--- src/rtl/relu_array_pipe.sv ---
// Two-stage ReLU-family activation unit over NUM_CH signed lanes with valid/ready flow control.
// S1 applies the per-lane activation; S2 applies the clip bound and saturates to OUT_W.
module relu_array_pipe #(
    parameter int NUM_CH     = 4,
    parameter int IN_W       = 12,
    parameter int OUT_W      = 12,
    parameter int LEAK_SHIFT = 3
) (
    input  logic                      clk,
    input  logic                      rst,
    input  logic [1:0]                mode,
    input  logic signed [OUT_W-1:0]   clip_max,
    input  logic                      in_valid,
    output logic                      in_ready,
    input  logic [NUM_CH*IN_W-1:0]    in_data,
    output logic                      out_valid,
    input  logic                      out_ready,
    output logic [NUM_CH*OUT_W-1:0]   out_data,
    output logic [NUM_CH-1:0]         zero_mask
);

    // Common width that holds both an input sample and the clip bound without overflow.
    localparam int CW = ((IN_W > OUT_W) ? IN_W : OUT_W) + 1;
    localparam logic signed [CW-1:0] SAT_MAX = CW'((64'sd1 <<< (OUT_W - 1)) - 64'sd1);
    localparam logic signed [CW-1:0] SAT_MIN = ~SAT_MAX;

    function automatic logic signed [IN_W:0] activate(input logic signed [IN_W-1:0] x,
                                                      input logic [1:0] m);
        logic signed [IN_W-1:0] y;
        case (m)
            2'd0, 2'd2: y = (!x[IN_W-1] && (x != '0)) ? x : '0;
            2'd1:       y = x[IN_W-1] ? (x >>> LEAK_SHIFT) : x;
            default:    y = x;
        endcase
        return {y[IN_W-1], y};
    endfunction

    function automatic logic signed [OUT_W-1:0] saturate(input logic signed [CW-1:0] v);
        if (v > SAT_MAX)
            return SAT_MAX[OUT_W-1:0];
        else if (v < SAT_MIN)
            return SAT_MIN[OUT_W-1:0];
        else
            return v[OUT_W-1:0];
    endfunction

    function automatic logic signed [OUT_W-1:0] finish_lane(input logic signed [IN_W:0] a,
                                                            input logic [1:0] m,
                                                            input logic signed [OUT_W-1:0] c);
        logic signed [CW-1:0] y;
        logic signed [CW-1:0] ce;
        y  = CW'(a);
        ce = CW'(c);
        if ((m == 2'd2) && (y > ce))
            y = ce;
        return saturate(y);
    endfunction

    logic                      vld_p1;
    logic                      vld_p2;
    logic signed [IN_W:0]      act_p1 [NUM_CH];
    logic [1:0]                mode_p1;
    logic signed [OUT_W-1:0]   clip_p1;
    logic [NUM_CH*OUT_W-1:0]   data_p2;
    logic [NUM_CH-1:0]         zmask_p2;

    logic                      s1_adv;
    logic                      s2_adv;
    logic signed [IN_W:0]      act_nxt [NUM_CH];
    logic [NUM_CH*OUT_W-1:0]   data_nxt;
    logic [NUM_CH-1:0]         zmask_nxt;

    assign s2_adv    = !vld_p2 || out_ready;
    assign s1_adv    = !vld_p1 || s2_adv;
    assign in_ready  = s1_adv;
    assign out_valid = vld_p2;
    assign out_data  = data_p2;
    assign zero_mask = zmask_p2;

    always_comb begin
        for (int k = 0; k < NUM_CH; k++)
            act_nxt[k] = activate(in_data[k*IN_W +: IN_W], mode);
    end

    always_comb begin
        logic signed [OUT_W-1:0] lane;
        lane      = '0;
        data_nxt  = '0;
        zmask_nxt = '0;
        for (int k = 0; k < NUM_CH; k++) begin
            lane                      = finish_lane(act_p1[k], mode_p1, clip_p1);
            data_nxt[k*OUT_W +: OUT_W] = lane;
            zmask_nxt[k]              = (lane == '0);
        end
    end

    always_ff @(posedge clk or posedge rst) begin
        if (rst) begin
            vld_p1 <= 1'b0;
            vld_p2 <= 1'b0;
        end else begin
            if (s1_adv)
                vld_p1 <= in_valid;
            if (s2_adv)
                vld_p2 <= vld_p1;
        end
    end

    // S1 boundary: activation result, mode and non-negative clip bound
    always_ff @(posedge clk) begin
        if (in_valid && s1_adv) begin
            for (int k = 0; k < NUM_CH; k++)
                act_p1[k] <= act_nxt[k];
            mode_p1 <= mode;
            clip_p1 <= clip_max[OUT_W-1] ? '0 : clip_max;
        end
    end

    // S2 boundary: clipped, saturated lanes and zero flags
    always_ff @(posedge clk or posedge rst) begin
        if (rst) begin
            data_p2  <= '0;
            zmask_p2 <= '0;
        end else if (s2_adv && vld_p1) begin
            data_p2  <= data_nxt;
            zmask_p2 <= zmask_nxt;
        end
    end

endmodule

--- config.mk ---
export PLATFORM = sky130hd
export DESIGN_NAME = relu_array_pipe
export DESIGN_NICKNAME = d
export VERILOG_FILES = /design/src/rtl/relu_array_pipe.sv
export SDC_FILE = /design/constraint.sdc
export NUM_CORES = 1
export LEC_CHECK = 0
export CAP_MARGIN = 10
export CORE_UTILIZATION = 49
export CTS_BUF_LIST = sky130_fd_sc_hd__clkbuf_8
export CTS_CLUSTER_SIZE = 16
export DETAILED_ROUTE_END_ITERATION = 8
export PLACE_DENSITY_LB_ADDON = 0.25
export SYNTH_ARGS = -nofsm -noshare
export SYNTH_HDL_FRONTEND = slang
export SYNTH_SLANG_ARGS = --single-unit
--- constraint.sdc ---
create_clock -name clk -period 2.5 [get_ports clk]
set_input_delay 0.375 -clock clk [delete_from_list [all_inputs] [get_ports clk]]
set_output_delay 0.375 -clock clk [all_outputs]
set_load 0.005 [all_outputs]
* After elaboration in Yosys (flattened, before gate mapping)
Memory sizes are Yosys's and may differ from the RTL's.
Index checks and enable logic that the tools add are counted.
** Cells by class
- Order comparisons :: 12
- Equality and inequality tests :: 3
- Multiplexer cells :: 26
- Reductions and logical operators :: 28
** Operators by type and width (number)
- 12-bit two-way mux :: 16
- 12-bit case mux with 2 select lines :: 4
- 13-bit by 12-bit > comparator with 1-bit output :: 4
- 13-bit by 12-bit > comparator with 1-bit output, second input constant :: 4
- 13-bit by 12-bit less-than comparator with 1-bit output, second input constant :: 4
- 13-bit two-way mux :: 4
- 12-bit logical NOT :: 4
- 12-bit nonzero test :: 4
- 1-bit logical AND :: 10
- 1-bit logical NOT :: 6
- 2-bit == test, second input constant :: 2
- 2-bit by 1-bit == test with 1-bit output, second input constant :: 1
- 2-bit logical NOT :: 1
- 1-bit logical OR :: 2
- 1-bit two-way mux :: 2
- 2-bit OR reduction :: 1
** Word-level totals
- Flip-flop bits (word level) :: 67
- Bits in writable memories :: 52
- Output and inout bits :: 54
- Memories kept :: 1
** Memory list
- act_p1 :: depth 4, width 13, read ports 4, clocked after memory_dff 0, wr ports 4, line 61 : logic signed [IN_W:0] act_p1 [NUM_CH];

* Depth between registers and ports, before layout
Gate-level depths: netlist of the first run.
An unclocked memory read counts as a cell.
- Depth in word-level cells :: 8
- Depth in mapped cells :: 9
- Gate-level depth less buffers :: 8

* Worst setup path before layout of the first run
No wires, ideal clock.
- Kind :: register -> register
- Start :: register vld_p2 (netlist: out_valid)
- End :: memory act_p1[0][0] (netlist name), enable pin
- Library setup time :: 0.426 ns
- Arrival :: 1.997 ns
- Path slack :: 0.077 ns
- Cell stages (with the launch flop) :: 3
- Buffers on the path :: 0
- Period minus slack after synthesis :: 2.423 ns
- Cell sequence :: dfrtp_1 nand3b_1 and2_1
** RTL lines
- start: declaration :: line 60 : logic vld_p2;
- start signal: assignment :: line 105 : vld_p2 <= vld_p1;
- end: declaration :: line 61

* Worst setup path in the final report of the first run
- Start :: register clip_p1[1]
- End :: register data_p2[2] (netlist: out_data[2])
** Between the ends
- Longest elaborated chain between the ends :: 6
- Elaborated cells on any way between the ends :: 7
- Classes of those cells :: order compare: 3; mux: 3; reduce/logical: 1
** Ends and longest elaborated chain
- start: declaration :: line 63 : logic signed [OUT_W-1:0] clip_p1;
- start signal: assignment :: line 115 : clip_p1 <= clip_max[OUT_W-1] ? '0 : clip_max;
- 13-bit by 12-bit > comparator with 1-bit output :: line 54 : if ((m == 2'd2) && (y > ce))
- 1-bit logical AND :: line 54
- 13-bit two-way mux (*) :: line 54
- 13-bit by 12-bit less-than comparator with 1-bit output :: line 41 : else if (v < SAT_MIN)
- 12-bit two-way mux :: line 41
- 12-bit two-way mux (*) :: line 39 : if (v > SAT_MAX)
- end signal: assignment :: line 125 : data_p2 <= data_nxt;
- end: declaration :: line 64 : logic [NUM_CH*OUT_W-1:0] data_p2;
Every way passes the cells marked *; elsewhere a longest branch is shown, timed or not.
A chain may end at the register's enable or synchronous reset.

==> summary.md, run 1 <==
| Metric | Value |
|---|---|
| Synthesis-to-layout area growth | 31.9% |
| Share of the yosys chip area belonging to registers | 0.502 |
| Top_reg_cell synth | edfxtp_1 |
| Switching Fraction | 0.258 |
| Total routed wirelength | 16100 µm |
| Area leader, netlist | edfxtp_1 |
| Syn Std Cell Area | 6340 µm² |
| Clock Path Buffers | 2 |
| Maximum vdd drop | approximately 0.28 mV |
| Layout cell share with drive strength beyond 1 | 0.0959 |
| Rel. slew slack | 0.639 |
| M1 WL | ~7400 µm |
| P_sw | 1.44 mW |
| Average wire per standard cell | between 15 and 20 µm |
| Status | complete, no violations |
| Met3 WL | 989 µm |
| Setup crit end kind | register |
| Fraction of registers with async set/reset | 0.470 |
| Inserted Diodes | 0 |
| # IOs | 120 |
| Tcrit/Tclk final | 0.993 |
| Leading cell types in the layout, fill and taps excluded | 119 x clkdlybuf4s50_1, 63 x nand2_1, 61 x edfxtp_1 |
| Vias per std cell | 5.55 |
| Sequential Power Share | 0.433 |
| Largest net degree at the start of global routing | 77 |
| Cts hold-fix bufs | 0 |
| Clock Power Share | 0.357 |
| Core Footprint | 12600 µm² |
| MaxCap Viol Count | 0 |
| Internal | 4.14 mW |
| GR Overflow Total | 0 |
| Top Metal Used | met4 |
| Core Util, Final | 0.663 |
| Via count of the routed design | 5121 |
| Post-route ant nets | 0 |
| Post-synthesis instance total | 601 |
| CTS root buf | clkbuf_8 |
| Syn_area_per_cell | 10.6 µm² |
| Worst r2r src | clip_p1[1] |
| Met2 WL post-DR | 7440 µm |
| Unique masters post-synth | 44 |
| Die ar. | 13400 µm² |
| Crit-path max FO | 6 |
| Clock latency on the worst-skew pair | 0.44 ns |
| CTS Buf Count | 17 |
| Min cycle time layout | 2.48 ns |
| TritonCTS clock tree | built |
| Seq cells post-synth | roughly 120 |
| Port Buf Inserts | 119 |
| Max frequency | 0.403 GHz |
| Comb power frac | 0.209 |
| Fillers | 1025 |
| Layout net count | 848 |
| Worst hold path type | input pin to asynchronous set/reset pin |
| Largest cells by area after synthesis | edfxtp_1 29%, dfrtp_1 21%, ha_1 8.7% |
| YS warnings | 0 |
| RD Place Congestion | ~0.89 |
| Tot Pwr | 5.58 mW |
| Worst path required time | 2.80 ns |
| P per Cell Area | 667 nW/µm² |
| Unrepaired setup endpoints after global routing | yes |
| CP arrival | approximately 2.8 ns |
| Critical path type | register to register |
| Worst Tran Pin Value | 0.540 ns |
| Commonest non-fill, non-tap cell in the layout | clkdlybuf4s50_1 |
| Vias in the first global route | between 4000 and 5000 |
| Number of setup violations in the final report | 0 |
| Die W | 116 µm |
| CTS HTree Levels | 4 |
| Final number of max-transition violations | 0 |
| DP Wirelength | ~13000 µm |
| First drt pass iteration count | 6 |
| Leak | 3.66 nW |
| Clock-pin slew on the worst setup and hold paths | ~0.070 ns |
| Final Hold Viols | 0 |
| Die span in y | 116 µm |
| Final worst clock skew | around 0.011 ns |
| Remaining DRCs | 0 |
| First-pass GRT wire length | 25200 µm |
| Number of synthesized flops with an enable pin | 61 |
| Syn nets | ~700 |
| CP Launch Type | register |
| Origin of the worst setup path | clip_p1[1] |
| Sink Count | 115 |
| GRT Overall Usage | 0.253 |
| Initial antenna violation count | 0 |
| First DRT Iteration DRCs | 400 |
| # rows | 41 |
| Yosys top cell area share | 0.289 |
| Initial Util | 0.503 |
synth_stat cells (7+ instances only):
library cell	number
clkbuf_1	21
a21oi_1	23
nor4_1	18
edfxtp_1	61
nand2_1	64
and2_1	8
nor3_1	11
dfrtp_1	54
nand2b_1	7
mux2i_1	34
o21ai_0	26
a31oi_1	13
nor2b_1	23
inv_1	26
o21ai_1	30
nor2_1	45
ha_1	44
o21a_1	7
nand3_1	7
a22o_1	31
per-layer routing:
metal,vias up,GRT usage
met1,2411,0.346
li1,2495,-
met5,-,0
met4,0,0.102
met2,194,0.398
met3,21,0.0481
layout make-up:
class / instances / area [µm²] / area share
timing repair buffer: 145 / 1470 / 0.175
inverter: 26 / 97.6 / 0.0117
clock inverter: 15 / 220 / 0.0263
sequential: 115 / 3180 / 0.380
clock buffer: 17 / 234 / 0.0279
multi-input combinational: 433 / 2960 / 0.353
tap: 172 / 215 / 0.0257
worst max-delay path, stage by stage, from the launching register on:
cell	delay [ns]
edfxtp_1	0.42
inv_2	0.13
ha_1	0.25
nor2b_1	0.13
o21a_1	0.16
o31a_1	0.27
o41ai_4	0.27
buf_4	0.19
buf_12	0.13
mux2i_1	0.26
o21ai_1	0.13
worst paths after layout:
| path | endpoint | slack (ns) | cells past startpoint |
|---|---|---|---|
| worst min register to register | out_data[35] | 0.47 | 2 |
| worst max register to register | out_data[2] | 0.02 | 10 |
| worst max-delay path | out_data[2] | 0.02 | 10 |
| min in group clk | out_data[35] | 0.47 | 2 |
| max in group asynchronous | out_data[1] | 1.54 | 3 |
| worst min-delay path | out_data[19] | 0.28 | 2 |
metrics by stage:
stage	instance area, µm²	std cells	setup slack, ns	hold WS, ns	TNS, ns
after floorplan	6340	601	0.0770	0.470	0
after global placement	7870	888	0.0405	0.460	0
after detailed placement	7870	888	0.0527	0.462	0
after CTS	8320	920	0.0140	0.278	0
after global routing	8370	923	-0.0650	0.311	-0.0770
final	8370	923	0.0181	0.276	0
state kept, by name, summed over array words and instances (netlist names):
signal,cells
clip_p1,11
out_valid,1
out_data,48
vld_p1,1
act_p1,48
zero_mask,4
mode_p1,2
kinds of logic (layout without fill, tap and decap cells):
family                     after synthesis  after routing  share of synthesized area
AOI/OAI and AO/OA                      152            152                      0.164
and+or+nand+nor                        203            203                      0.159
adders and majority gates               44             44                     0.0868
muxes                                   34             34                     0.0536
DFF                                    115            115                      0.502
buffers and inverters                   53            203                     0.0351
repair_timing:
item / 4_1_cts / 5_1_grt
gates resized for setup: 0 / 7
buffers inserted: 0 / 2
setup endpoints to repair: 0 / 38
power groups by stage:
| stage | Combinational (mW) | Clock (mW) | Sequential (mW) |
|---|---|---|---|
| finish | 1.17 | 2.00 | 2.42 |
| global route | 1.30 | 2.11 | 2.44 |
| CTS | 1.16 | 2.02 | 2.41 |
| detailed placement | 1.15 | 0 | 2.45 |
| global placement | 1.12 | 0 | 2.45 |
| floorplan | 0.541 | 0 | 2.42 |
Note: power is estimated with default switching activity, not from simulation.
==> run 2: changes to the inputs <==
PLACE_DENSITY_LB_ADDON = 0.12   (was 0.25)
==> summary.md, run 2 (synthesized netlist as in run 1, its figures left out) <==
| Metric | Value |
|---|---|
| Status | complete, no violations (unchanged) |
| Min cycle time layout | 2.40 ns (was 2.48 ns) |
| Final setup margin | 0.0960 ns (was 0.0181 ns) |
| Hold Slack | 0.327 ns (was 0.276 ns) |
| Post-route setup TNS | 0 ns (unchanged) |
| First-pass GRT wire length | 25400 µm (was 25200 µm) |
| Inserted Diodes | 0 (unchanged) |
| Clock Path Buffers | 2 (unchanged) |
| First DRT Iteration DRCs | 377 (was 400) |
| Setup crit end kind | register (unchanged) |
| P per Cell Area | 626 nW/µm² (was 667 nW/µm²) |
| Crit-path max FO | 13 (was 6) |
| Worst hold path type | input pin to asynchronous set/reset pin (unchanged) |
| Sink Count | 115 (unchanged) |
| Clock-pin slew on the worst setup and hold paths | 0.07 ns (about the same) |
| Tcrit/Tclk final | 0.962 (was 0.993) |
| Die span in y | 116 µm (unchanged) |
| Largest net degree at the start of global routing | 89 (was 77) |
| GR Overflow Total | 0 (unchanged) |
| Port Buf Inserts | 119 (unchanged) |
| Final number of max-transition violations | 0 (unchanged) |
| Layout net count | 850 (was 848) |
| Dpl ws | 0.0332 ns (was 0.0527 ns) |
| Maximum vdd drop | 0.348 mV (was 0.282 mV) |
| Leading cell types in the layout, fill and taps excluded | 119 x clkdlybuf4s50_1, 63 x nand2_1, 61 x edfxtp_1 (unchanged) |
| TritonCTS clock tree | built (unchanged) |
| Unrepaired setup endpoints after global routing | no (was yes) |
| CTS Buf Count | 17 (unchanged) |
| Final worst clock skew | 0.00994 ns (was 0.0106 ns) |
| CTS root buf | clkbuf_8 (unchanged) |
| Initial antenna violation count | 0 (unchanged) |
| Die W | 116 µm (unchanged) |
| MaxCap Viol Count | 0 (unchanged) |
| Max frequency | 0.416 GHz (was 0.403 GHz) |
| Vias per std cell | 5.69 (was 5.55) |
| R2r endpoint | out_data[12] (was out_data[2]) |
| Area occupied by multi-input gates | 2960 µm² (about the same) |
| Worst r2r src | clip_p1[9] (was clip_p1[1]) |
| Average wire per standard cell | 18.0 µm (was 17.5 µm) |
| CP arrival | 2.71 ns (was 2.78 ns) |
| Die ar. | 13400 µm² (unchanged) |
| Commonest non-fill, non-tap cell in the layout | clkdlybuf4s50_1 (unchanged) |
| Initial Util | 0.503 (unchanged) |
| Final Hold Viols | 0 (unchanged) |
| DP Wirelength | 12900 µm (was 12600 µm) |
| FF-to-FF setup slack | 0.1 ns (was 0.02 ns) |
| Worst Tran Pin Value | 0.583 ns (was 0.540 ns) |
| CP Launch Type | register (unchanged) |
| Synthesis-to-layout area growth | 31.0% (was 31.9%) |
| Fillers | 985 (was 1025) |
| # IOs | 120 (unchanged) |
| GRT Overall Usage | 0.260 (was 0.253) |
| Vias in the first global route | 4856 (was 4899) |
| Rel. slew slack | 0.611 (was 0.639) |
| Post-route ant nets | 0 (unchanged) |
| First drt pass iteration count | 6 (unchanged) |
| Critical path type | register to register (unchanged) |
| Core Footprint | 12600 µm² (unchanged) |
| # rows | 41 (unchanged) |
| Sequential standard cell area | 3180 µm² (unchanged) |
| Cts hold-fix bufs | 0 (unchanged) |
| Remaining DRCs | 0 (unchanged) |
| Leak | 3.65 nW (was 3.66 nW) |
| RD Place Congestion | 0.854 (was 0.888) |
| R2r worst-path depth | 9 (was 10) |
| Layout cell share with drive strength beyond 1 | 0.102 (was 0.0959) |
| CTS HTree Levels | 4 (unchanged) |
| Via count of the routed design | 5260 (was 5121) |
| Number of setup violations in the final report | 0 (unchanged) |
| Total routed wirelength | 16600 µm (was 16100 µm) |
| Clock latency on the worst-skew pair | 0.44 ns (about the same) |
| Worst path required time | 2.81 ns (was 2.80 ns) |
run 2: power breakdown:
group	leakage, nW	switching, mW	internal (mW)
clock network	0.211	0.715	0.891
logic	2.18	0.539	0.638
registers	1.26	0.174	2.25
run 2: final cells by class:
type | count | area share
Inverter | 26 | 0.0117
Sequential cell | 115 | 0.383
Timing Repair Buffer | 147 | 0.178
Tap cell | 172 | 0.0259
Multi-Input combinational cell | 433 | 0.357
Clock buffer | 22 | 0.0364
Clock inverter | 9 | 0.00783
run 2: layer usage:
| metal | global-route usage | wire length (µm) | vias up |
|---|---|---|---|
| met3 | 0.0591 | 1060 | 28 |
| met1 | 0.371 | 7800 | 2522 |
| met4 | 0.103 | 329 | 0 |
| met2 | 0.383 | 7400 | 209 |
| met5 | 0 | 0 | - |
| li1 | - | - | 2501 |
run 2: how the worst max path moves through the flow:
stage,startpoint,to,slack (ns),cells after the start
floorplan,out_valid,act_p1[0][0],0.08,2
global placement,clip_p1[4],out_data[3],0.07,9
detailed placement,clip_p1[1],out_data[12],0.03,9
CTS,clip_p1[1],out_data[12],0.01,9
global route,clip_p1[4],out_data[2],0.002,9
finish,clip_p1[9],out_data[12],0.1,9
run 2: worst max-delay path: stages (launching register included):
cell and delay [ns]:
edfxtp_1 0.42, inv_1 0.20, ha_1 0.26, or2b_2 0.19, nor2_1 0.05, o21a_1 0.20, o41ai_4 0.41, buf_12 0.20
mux2i_1 0.26, o21ai_1 0.08
run 2: what timing repair did:
item | in CTS | in global routing
setup buffers | 0 | 1
setup endpoints to repair | 0 | 31
gates resized for setup | 0 | 10
run 2: through the flow:
step                 util  cells  instance area [µm²]  power, mW
CTS                 0.654    922                 8260       5.21
global route        0.658    924                 8310       5.46
finish              0.658    924                 8310       5.20
floorplan               -    601                 6340       2.96
global placement    0.625    891                 7890       3.58
detailed placement  0.625    891                 7890       3.62
